**src/rtl/store_drain_unit_pkg.sv**
```systemverilog
`default_nettype none
// +----------------------------------------------------------------------+
// | store_drain_unit_pkg: shared types for the retired-store drain path   |
// | Rev 1.0                                                               |
// +----------------------------------------------------------------------+
package store_drain_unit_pkg;

  typedef logic [1:0] msize_t;

  localparam msize_t MSIZE_B = 2'd0;
  localparam msize_t MSIZE_H = 2'd1;
  localparam msize_t MSIZE_W = 2'd2;

  typedef struct packed {
    logic        wen;
    logic [31:0] addr;
    logic [1:0]  size;
    logic [31:0] wd;
  } m_w_t;

  typedef struct packed {
    logic        valid;
    logic [31:0] addr;
    msize_t      size;
    logic [31:0] wd;
  } sb_entry_t;

  typedef enum logic [1:0] {
    SB_IDLE = 2'd0,
    SB_REQ  = 2'd1,
    SB_WAIT = 2'd2
  } sb_state_t;

endpackage
`default_nettype wire

```
**src/rtl/store_lane_gen.sv**
```systemverilog
`default_nettype none
// +----------------------------------------------------------------------+
// | store_lane_gen: byte strobes and lane-replicated data for one store   |
// | Rev 1.0                                                               |
// +----------------------------------------------------------------------+
module store_lane_gen
  import store_drain_unit_pkg::*;
(
  input  logic [1:0]  addr_lo,
  input  msize_t      size,
  input  logic [31:0] wd,
  output logic [3:0]  dwstrb,
  output logic [31:0] dwdata
);

  // Size 3 falls through to the word encoding.
  always_comb begin
    dwstrb = 4'b1111;
    dwdata = wd;
    case (size)
      MSIZE_B: begin
        dwstrb = 4'b0001 << addr_lo;
        dwdata = {4{wd[7:0]}};
      end
      MSIZE_H: begin
        dwstrb = addr_lo[1] ? 4'b1100 : 4'b0011;
        dwdata = {2{wd[15:0]}};
      end
      default: ;
    endcase
  end

endmodule
`default_nettype wire

```
**src/rtl/store_drain_unit.sv**
```systemverilog
`default_nettype none
// +----------------------------------------------------------------------+
// | store_drain_unit: in-order committed-store buffer draining to D-cache |
// | Rev 1.0                                                               |
// +----------------------------------------------------------------------+
module store_drain_unit
  import store_drain_unit_pkg::*;
#(
  parameter int SB_DEPTH = 4,
  parameter int SB_PTR_W = $clog2(SB_DEPTH)
) (
  input  logic        clk,
  input  logic        reset,
  input  m_w_t        mw_in,
  output logic        mw_ready,
  input  logic        ld_valid,
  input  logic [31:0] ld_addr,
  output logic        ld_conflict,
  output logic        dreq,
  output logic        dwr,
  output logic [1:0]  dsize,
  output logic [31:0] daddr,
  output logic [31:0] dwdata,
  output logic [3:0]  dwstrb,
  input  logic        daddr_ok,
  input  logic        ddata_ok,
  output logic        sb_empty
);

  localparam logic [SB_PTR_W:0] ONE_ENTRY = (SB_PTR_W+1)'(1);

  sb_entry_t entries_q [SB_DEPTH];
  sb_entry_t entries_d [SB_DEPTH];

  logic [SB_PTR_W:0]   wr_ptr_q, wr_ptr_d;
  logic [SB_PTR_W:0]   rd_ptr_q, rd_ptr_d;
  logic [SB_PTR_W:0]   count;
  logic [SB_PTR_W-1:0] wr_idx, rd_idx;
  sb_state_t           state_q, state_d;

  logic                full, empty, push, pop, more_left;
  logic [SB_DEPTH-1:0] hit;
  logic                unused_ld_lo;

  assign wr_idx = wr_ptr_q[SB_PTR_W-1:0];
  assign rd_idx = rd_ptr_q[SB_PTR_W-1:0];
  assign full   = (wr_idx == rd_idx) && (wr_ptr_q[SB_PTR_W] != rd_ptr_q[SB_PTR_W]);
  assign empty  = (wr_ptr_q == rd_ptr_q);
  assign count  = wr_ptr_q - rd_ptr_q;

  assign mw_ready = ~full;
  assign sb_empty = empty;
  assign push     = mw_in.wen && mw_ready;
  assign pop      = ((state_q == SB_REQ) && daddr_ok && ddata_ok) ||
                    ((state_q == SB_WAIT) && ddata_ok);
  // A same-cycle push keeps the drain busy, so back-to-back stores see no dreq bubble.
  assign more_left = (count > ONE_ENTRY) || push;

  always_comb begin
    entries_d = entries_q;
    wr_ptr_d  = wr_ptr_q;
    rd_ptr_d  = rd_ptr_q;
    if (pop) begin
      entries_d[rd_idx].valid = 1'b0;
      rd_ptr_d                = rd_ptr_q + ONE_ENTRY;
    end
    if (push) begin
      entries_d[wr_idx] = '{valid: 1'b1, addr: mw_in.addr, size: mw_in.size, wd: mw_in.wd};
      wr_ptr_d          = wr_ptr_q + ONE_ENTRY;
    end
  end

  always_comb begin
    state_d = state_q;
    case (state_q)
      SB_IDLE: if (!empty || push) state_d = SB_REQ;
      SB_REQ: begin
        if (daddr_ok) begin
          if (ddata_ok) state_d = more_left ? SB_REQ : SB_IDLE;
          else          state_d = SB_WAIT;
        end
      end
      SB_WAIT: if (ddata_ok) state_d = more_left ? SB_REQ : SB_IDLE;
      default: state_d = SB_IDLE;
    endcase
  end

  always_ff @(posedge clk or posedge reset) begin
    if (reset) begin
      for (int i = 0; i < SB_DEPTH; i++) entries_q[i] <= '0;
      wr_ptr_q <= '0;
      rd_ptr_q <= '0;
      state_q  <= SB_IDLE;
    end else begin
      entries_q <= entries_d;
      wr_ptr_q  <= wr_ptr_d;
      rd_ptr_q  <= rd_ptr_d;
      state_q   <= state_d;
    end
  end

  assign dreq  = (state_q == SB_REQ);
  assign dwr   = 1'b1;
  assign daddr = entries_q[rd_idx].addr;
  assign dsize = (entries_q[rd_idx].size == 2'd3) ? MSIZE_W : entries_q[rd_idx].size;

  store_lane_gen u_lane_gen (
    .addr_lo (entries_q[rd_idx].addr[1:0]),
    .size    (entries_q[rd_idx].size),
    .wd      (entries_q[rd_idx].wd),
    .dwstrb  (dwstrb),
    .dwdata  (dwdata)
  );

  // The tail slot is still invalid during its enqueue cycle, so it never matches.
  for (genvar g = 0; g < SB_DEPTH; g++) begin : g_conflict
    assign hit[g] = entries_q[g].valid && (entries_q[g].addr[31:2] == ld_addr[31:2]);
  end

  assign ld_conflict  = ld_valid && (|hit);
  assign unused_ld_lo = ^ld_addr[1:0];

endmodule
`default_nettype wire

```
**config.mk**
```make
export PLATFORM = sky130hd
export DESIGN_NAME = store_drain_unit
export DESIGN_NICKNAME = d
export VERILOG_FILES = /design/src/rtl/store_drain_unit_pkg.sv /design/src/rtl/store_lane_gen.sv /design/src/rtl/store_drain_unit.sv
export SDC_FILE = /design/constraint.sdc
export NUM_CORES = 1
export LEC_CHECK = 0
export CELL_PAD_IN_SITES_DETAIL_PLACEMENT = 0
export CELL_PAD_IN_SITES_GLOBAL_PLACEMENT = 2
export CORE_UTILIZATION = 40
export DETAILED_ROUTE_END_ITERATION = 8
export PLACE_DENSITY = 0.78
export SYNTH_ARGS = -nofsm -noshare
export SYNTH_HDL_FRONTEND = slang
export SYNTH_SLANG_ARGS = --single-unit
```
**constraint.sdc**
```tcl
create_clock -name clk -period 10.8 [get_ports clk]
set_input_delay 2.16 -clock clk [delete_from_list [all_inputs] [get_ports clk]]
set_output_delay 2.16 -clock clk [all_outputs]
set_load 0.01 [all_outputs]
```
==> results of run 1 <==
[flip-flops by register name, indices dropped and copies added (netlist names)]
name / flops
entries_q: 268
rd_ptr_q: 3
wr_ptr_q: 3
state_q: 2
[area by class of cell]
class,count,area share
Sequential cell,276,0.4082
Antenna cell,2,0.0002955
Multi-Input combinational cell,588,0.3882
Clock inverter,6,0.006353
Tap cell,448,0.03309
Clock buffer,49,0.05334
Timing Repair Buffer,185,0.1079
Inverter,10,0.002659
[kinds of logic after synthesis]
logic type | Yosys count | share of synthesized area
AOI/OAI and AO/OA | 24 | 0.01154
xor gates and xnor gates | 126 | 0.07950
adders and majority gates | 11 | 0.01046
buffers and inverters | 75 | 0.03092
DFF | 276 | 0.4976
muxes | 355 | 0.3408
other | 1 | 0.0002702
and+or+nand+nor | 71 | 0.02893
[cells in the mapped netlist, drive strengths merged (2+ instances only)]
library cell  instances
mux4                 66
dfrtp               276
mux2                281
xnor2                80
clkbuf               21
nand2b                3
nor2                  4
o21bai                2
a21o                  2
nand2                17
inv                  10
mux2i                 8
o21ai                14
xor2                 46
nor2b                 4
nor4                 16
nand4                24
ha                   10
buf                  44
[per-layer routing]
metal / share of wire / track usage
met1: 0.45 / 0.2917
met5: 0 / 0
met2: 0.47 / 0.3264
met4: 0.017 / 0.03971
met3: 0.063 / 0.03874
[worst paths after layout]
kind | depth (start not counted) | startpoint | slack (ps) | to
hold reg to reg | 1 | wr_ptr_q[2] | 490 | wr_ptr_q[2]
min in group asynchronous | 2 | reset | 2120 | state_q[0]
setup / recovery | 7 | ld_addr[20] | 3940 | ld_conflict
max in group asynchronous | 4 | reset | 6660 | entries_q[172]
hold / removal | 1 | wr_ptr_q[2] | 490 | wr_ptr_q[2]
setup reg to reg | 7 | rd_ptr_q[1] | 6740 | entries_q[64]
[layout by cell type (no fill, tap or decap), types with 2 or more instances in the layout]
cell,n
clkbuf_16,31
a21o_1,2
clkdlybuf4s50_1,175
mux4_2,66
clkbuf_1,12
nor2b_1,4
nand4_1,24
inv_1,9
ha_1,10
clkbuf_8,6
nand2_1,13
o21bai_1,2
nor4_1,16
nand2_4,4
o21ai_0,14
xnor2_1,80
xor2_1,46
dfrtp_1,274
mux2_2,281
mux2i_1,8
nor2_1,3
diode_2,2
buf_4,10
dfrtp_4,2
clkinv_2,2
nand2b_1,3
bufinv_16,3
[power by group through the flow]
| stage | Combinational, mW | Sequential [mW] | Clock [mW] |
|---|---|---|---|
| floorplan | 2.08 | 1.83 | 0 |
| global placement | 3.22 | 1.98 | 0 |
| detailed placement | 3.24 | 2.00 | 0 |
| CTS | 3.26 | 1.98 | 1.07 |
| global route | 3.42 | 2.05 | 1.11 |
| finish | 3.20 | 1.98 | 1.05 |
[stage by stage]
step	instances	hold WS (ps)
after floorplan	939	465.2
after global placement	1507	481.2
after detailed placement	1507	481.5
after CTS	1562	494.1
after global routing	1562	509.1
final	1564	489.4
==> qor.txt, run 1 <==
Total grt overflow: 0
Ports: 179
Slew Limit Fails: 0
Synth Register Bits: 276
Worst VDD drop: 0.0002541 V
CP max stage delay: 590 ps
YS warnings: 0
Startpoint types: input pin
Part of the power in combinational logic: 0.514
CP top delay family: buffers and inverters
Multi-input logic area: 0.006575 mm²
Gpl congestion: 0.8275
Clk_skew: 18.90 ps
Initial antenna violation count: 2
Leak: 6.833 nW
Cell Area, Synth: 0.01388 mm²
Vias in the first global route: 8758
Fmax: 0.1458 GHz
RSZ-0062 raised after global routing: false
Synth cell types: 34
CTS Sinks: 276
First-pass GRT wire length: 54.81 mm
Setup Viol. Count Final: 0
Syn Area/Cell: 14.78 µm²
EDFF count, synth: 0
Synth Net Count: 1054
Slowest CP cell: clkdlybuf4s50_1
Crit path time final: 6857 ps
Path type of the worst setup path: in2out
Area growth syn-to-layout: 22.02%
Critical Path RT: 8640 ps
DRC viols: 0
TritonCTS clock tree: yes
Layout cells sized above 1: 0.3671
Filler instances: 2973
1st-pass router iterations: 4
Synth area leader: dfrtp_1
Sequential-to-total area share from yosys stat: 0.4976
DRT iter0 DRCs: 470
CP bufs+invs: 2
Asr flop ratio synth: 1.000
Placeable Area: 0.03387 mm²
Critical path arrival: 4700 ps
Synth top area cells: dfrtp_1 50%, mux2_2 23%, mux4_2 11%
Overall power after layout: 6.226 mW
Total wire length: 35.72 mm
Pwr dens: 367.6 mW/mm²
Slew HR: 0.3454
Post-Syn Instances: 939
Final Core Density: 0.5001
Outcome: finished clean
Die area: 0.03545 mm²
All-Layer GR Usage: 0.2046
CP Capture Type: output port
Htree depth: 1
Reg clk slew, reported paths: 60 ps
Nets: 1207
CTS Buf Count: 31
Largest net degree at the start of global routing: 87
Clk_lat worst skew: 560 ps
Root Driver: clkbuf_16
Clock group share of total power: 0.168
Final worst slack: 3943 ps
Fin area: 0.01694 mm²
Die width: 188.3 µm
Switching pwr: 2.172 mW
Seq. cell area: 0.006914 mm²
Cell Chain, Critical Path: clkdlybuf4s50_1 -> xnor2_1 -> nand4_1 -> nor4_1 -> nand4_1 -> a41oi_1 -> clkdlybuf4s50_1
Vias: 8313
Sw Ratio: 0.3489
Vias per inst: 5.315
Clk buf depth: 3
Starting Density: 0.4099
CTS resizes: 0
DP Area: 0.01592 mm²
Drt wl/cell: 22.84 µm
Detail Placement HPWL: 24.32 mm
Internal: 4.054 mW
Worst Hold Class: reg2reg
Max-cap violations: 0
Hold Violations, Final: 0
Setup WS pre-CTS: 3906 ps
Worst-Margin Slew: 981.9 ps
Row cnt: 67
Tcrit/Tclk final: 0.6349
Flop pwr share: 0.318
Setup repair bufs after CTS: 0
Die Y: 188.3 µm
Highest fanout seen on the critical path: 4
Synth Flop Type: dfrtp_1
Final setup TNS: 0 ps
Final ANT Viol Nets: 0
Area share of the largest cell type after synthesis: 0.4976
# port buffers: 175
CTS Hold Bufs: 0
Power figures use the tool's default switching activity.
==> run 2: changes to the inputs <==
--- a/config.mk
+++ b/config.mk
@@ -7,9 +7,9 @@
 export LEC_CHECK = 0
 export CELL_PAD_IN_SITES_DETAIL_PLACEMENT = 0
 export CELL_PAD_IN_SITES_GLOBAL_PLACEMENT = 2
-export CORE_UTILIZATION = 40
+export CORE_UTILIZATION = 36
 export DETAILED_ROUTE_END_ITERATION = 8
-export PLACE_DENSITY = 0.78
+export PLACE_DENSITY = 0.74
 export SYNTH_ARGS = -nofsm -noshare
 export SYNTH_HDL_FRONTEND = slang
 export SYNTH_SLANG_ARGS = --single-unit
==> constraint.sdc (replaced) <==
create_clock -name clk -period 5.7 [get_ports clk]
set_input_delay 1.14 -clock clk [delete_from_list [all_inputs] [get_ports clk]]
set_output_delay 1.14 -clock clk [all_outputs]
set_load 0.01 [all_outputs]
==> run 2 against run 1 <==
Cell count grew 4.0%. Hold slack lost 0.90 ps. Power grew 90%. Global-route usage shrank 1.3 points. Clock skew shrank 5.9 ps. Cell area grew 0.75%. Critical path type unchanged. Critical endpoint unchanged. Register-to-register slack lost 4600 ps. Flip-flop and latch count is the same. First-iteration DRC count shrank 29%. Utilization shrank 4.9 points. Via count shrank 0.23%.
==> qor.txt, run 2 (synthesized netlist as in run 1, its figures left out) <==
Clk_lat worst skew: 560 ps
Root Driver: clkbuf_16
Largest register by flop count: entries_q
Fmax: 0.2040 GHz
ANT cells: 0
Initial antenna violation count: 2
Setup WS pre-CTS: 794.2 ps
Commonest non-fill, non-tap cell in the layout: mux2_2
Die area: 0.03935 mm²
Vias in the first global route: 8813
Overall power after layout: 11.86 mW
Die Y: 198.4 µm
Final worst slack: 798.6 ps
Pwr dens: 694.9 mW/mm²
Slew HR: 0.3418
RSZ-0062 raised after global routing: false
Htree depth: 1
Setup Viol. Count Final: 0
Vias: 8294
Starting Density: 0.3668
Final ANT Viol Nets: 0
Detail Placement HPWL: 24.83 mm
Clk_skew: 13.03 ps
Clk buf depth: 3
CP Capture Type: output port
First-pass GRT wire length: 56.15 mm
All-Layer GR Usage: 0.1913
Max-cap violations: 0
Worst VDD drop: 0.0004057 V
# port buffers: 175
Crit path time final: 4901 ps
Total grt overflow: 0
Top Registers: entries_q (268), rd_ptr_q (3), wr_ptr_q (3)
Nets: 1209
Worst-Margin Slew: 987.3 ps
Drt wl/cell: 22.66 µm
Slew Limit Fails: 0
Outcome: finished clean
Total wire length: 36.85 mm
Placeable Area: 0.03784 mm²
Startpoint types: input pin
Commonest non-fill, non-tap cells in the layout: 281 x mux2_2, 274 x dfrtp_1, 175 x clkdlybuf4s50_1
1st-pass router iterations: 4
Final setup TNS: 0 ps
CTS Sinks: 276
Die width: 198.4 µm
Hold Violations, Final: 0
Highest fanout seen on the critical path: 4
Setup repair bufs after CTS: 0
Gpl congestion: 0.7974
Path type of the worst setup path: in2out
Area growth syn-to-layout: 22.94%
CTS Hold Bufs: 0
DRT iter0 DRCs: 334
Row cnt: 71
Layout cells sized above 1: 0.3722
Fin area: 0.01707 mm²
Reg clk slew, reported paths: 60 ps
Critical path arrival: 3760 ps
CTS resizes: 0
Leak: 6.865 nW
Tcrit/Tclk final: 0.8599
Worst Hold Class: reg2reg
Critical Path RT: 4560 ps
TritonCTS clock tree: yes
DP Area: 0.01604 mm²
DRC viols: 0
Ports: 179
Vias per inst: 5.101
Max reg flops: 268
CTS Buf Count: 31
Largest net degree at the start of global routing: 129
Min Hold Slack: 488.5 ps
-- run 2: changes by cell type in the layout (fill, tap and decap cells not counted), sizes merged --
cell	before	now
diode	2	0
bufinv	3	2
inv	10	9
buf	10	12
clkinv	2	3
-- run 2: layout make-up --
type,instances,area (µm²)
clock buffer,49,953.4
clock inverter,5,75.07
fill,3472,20780
inverter,10,41.29
multi-input combinational,588,6575
sequential,276,6914
tap,511,639.4
timing repair buffer,187,1867
-- run 2: final timing paths --
path | cells past startpoint | slack (ps) | startpoint | to
worst max-delay path | 7 | 800 | ld_addr[5] | ld_conflict
worst min-delay path | 1 | 490 | wr_ptr_q[2] | wr_ptr_q[2]
worst max register to register | 7 | 2170 | rd_ptr_q[1] | entries_q[57]
worst min register to register | 1 | 490 | wr_ptr_q[2] | wr_ptr_q[2]
max in group asynchronous | 3 | 3560 | reset | rd_ptr_q[1]
min in group asynchronous | 2 | 1020 | reset | wr_ptr_q[2]
-- run 2: metal layers --
metal  up-vias  GRT usage  part of all wire
met3        42    0.03236             0.049
li1       3735          -                 -
met4         4    0.03474             0.016
met2       149     0.3002              0.47
met1      4364     0.2790              0.47
met5         -          0           0.00084
-- run 2: worst max-delay path, stage by stage --
cell             delay, ps
clkdlybuf4s50_1        560
xnor2_1                320
nand4_1                170
nor4_1                 470
nand4_1                160
a41oi_1                340
clkdlybuf4s50_1        590
-- run 2: metrics by stage --
| stage | util | cells |
|---|---|---|
| after floorplan | - | 939 |
| after global placement | 0.4238 | 1572 |
| after detailed placement | 0.4238 | 1572 |
| after CTS | 0.4509 | 1626 |
| after global routing | 0.4509 | 1626 |
| final | 0.4509 | 1626 |
-- run 2: report_power, final --
part           switching (mW)  internal [mW]
registers               0.747           2.98
clock network           0.783           1.22
logic                    2.62           3.50
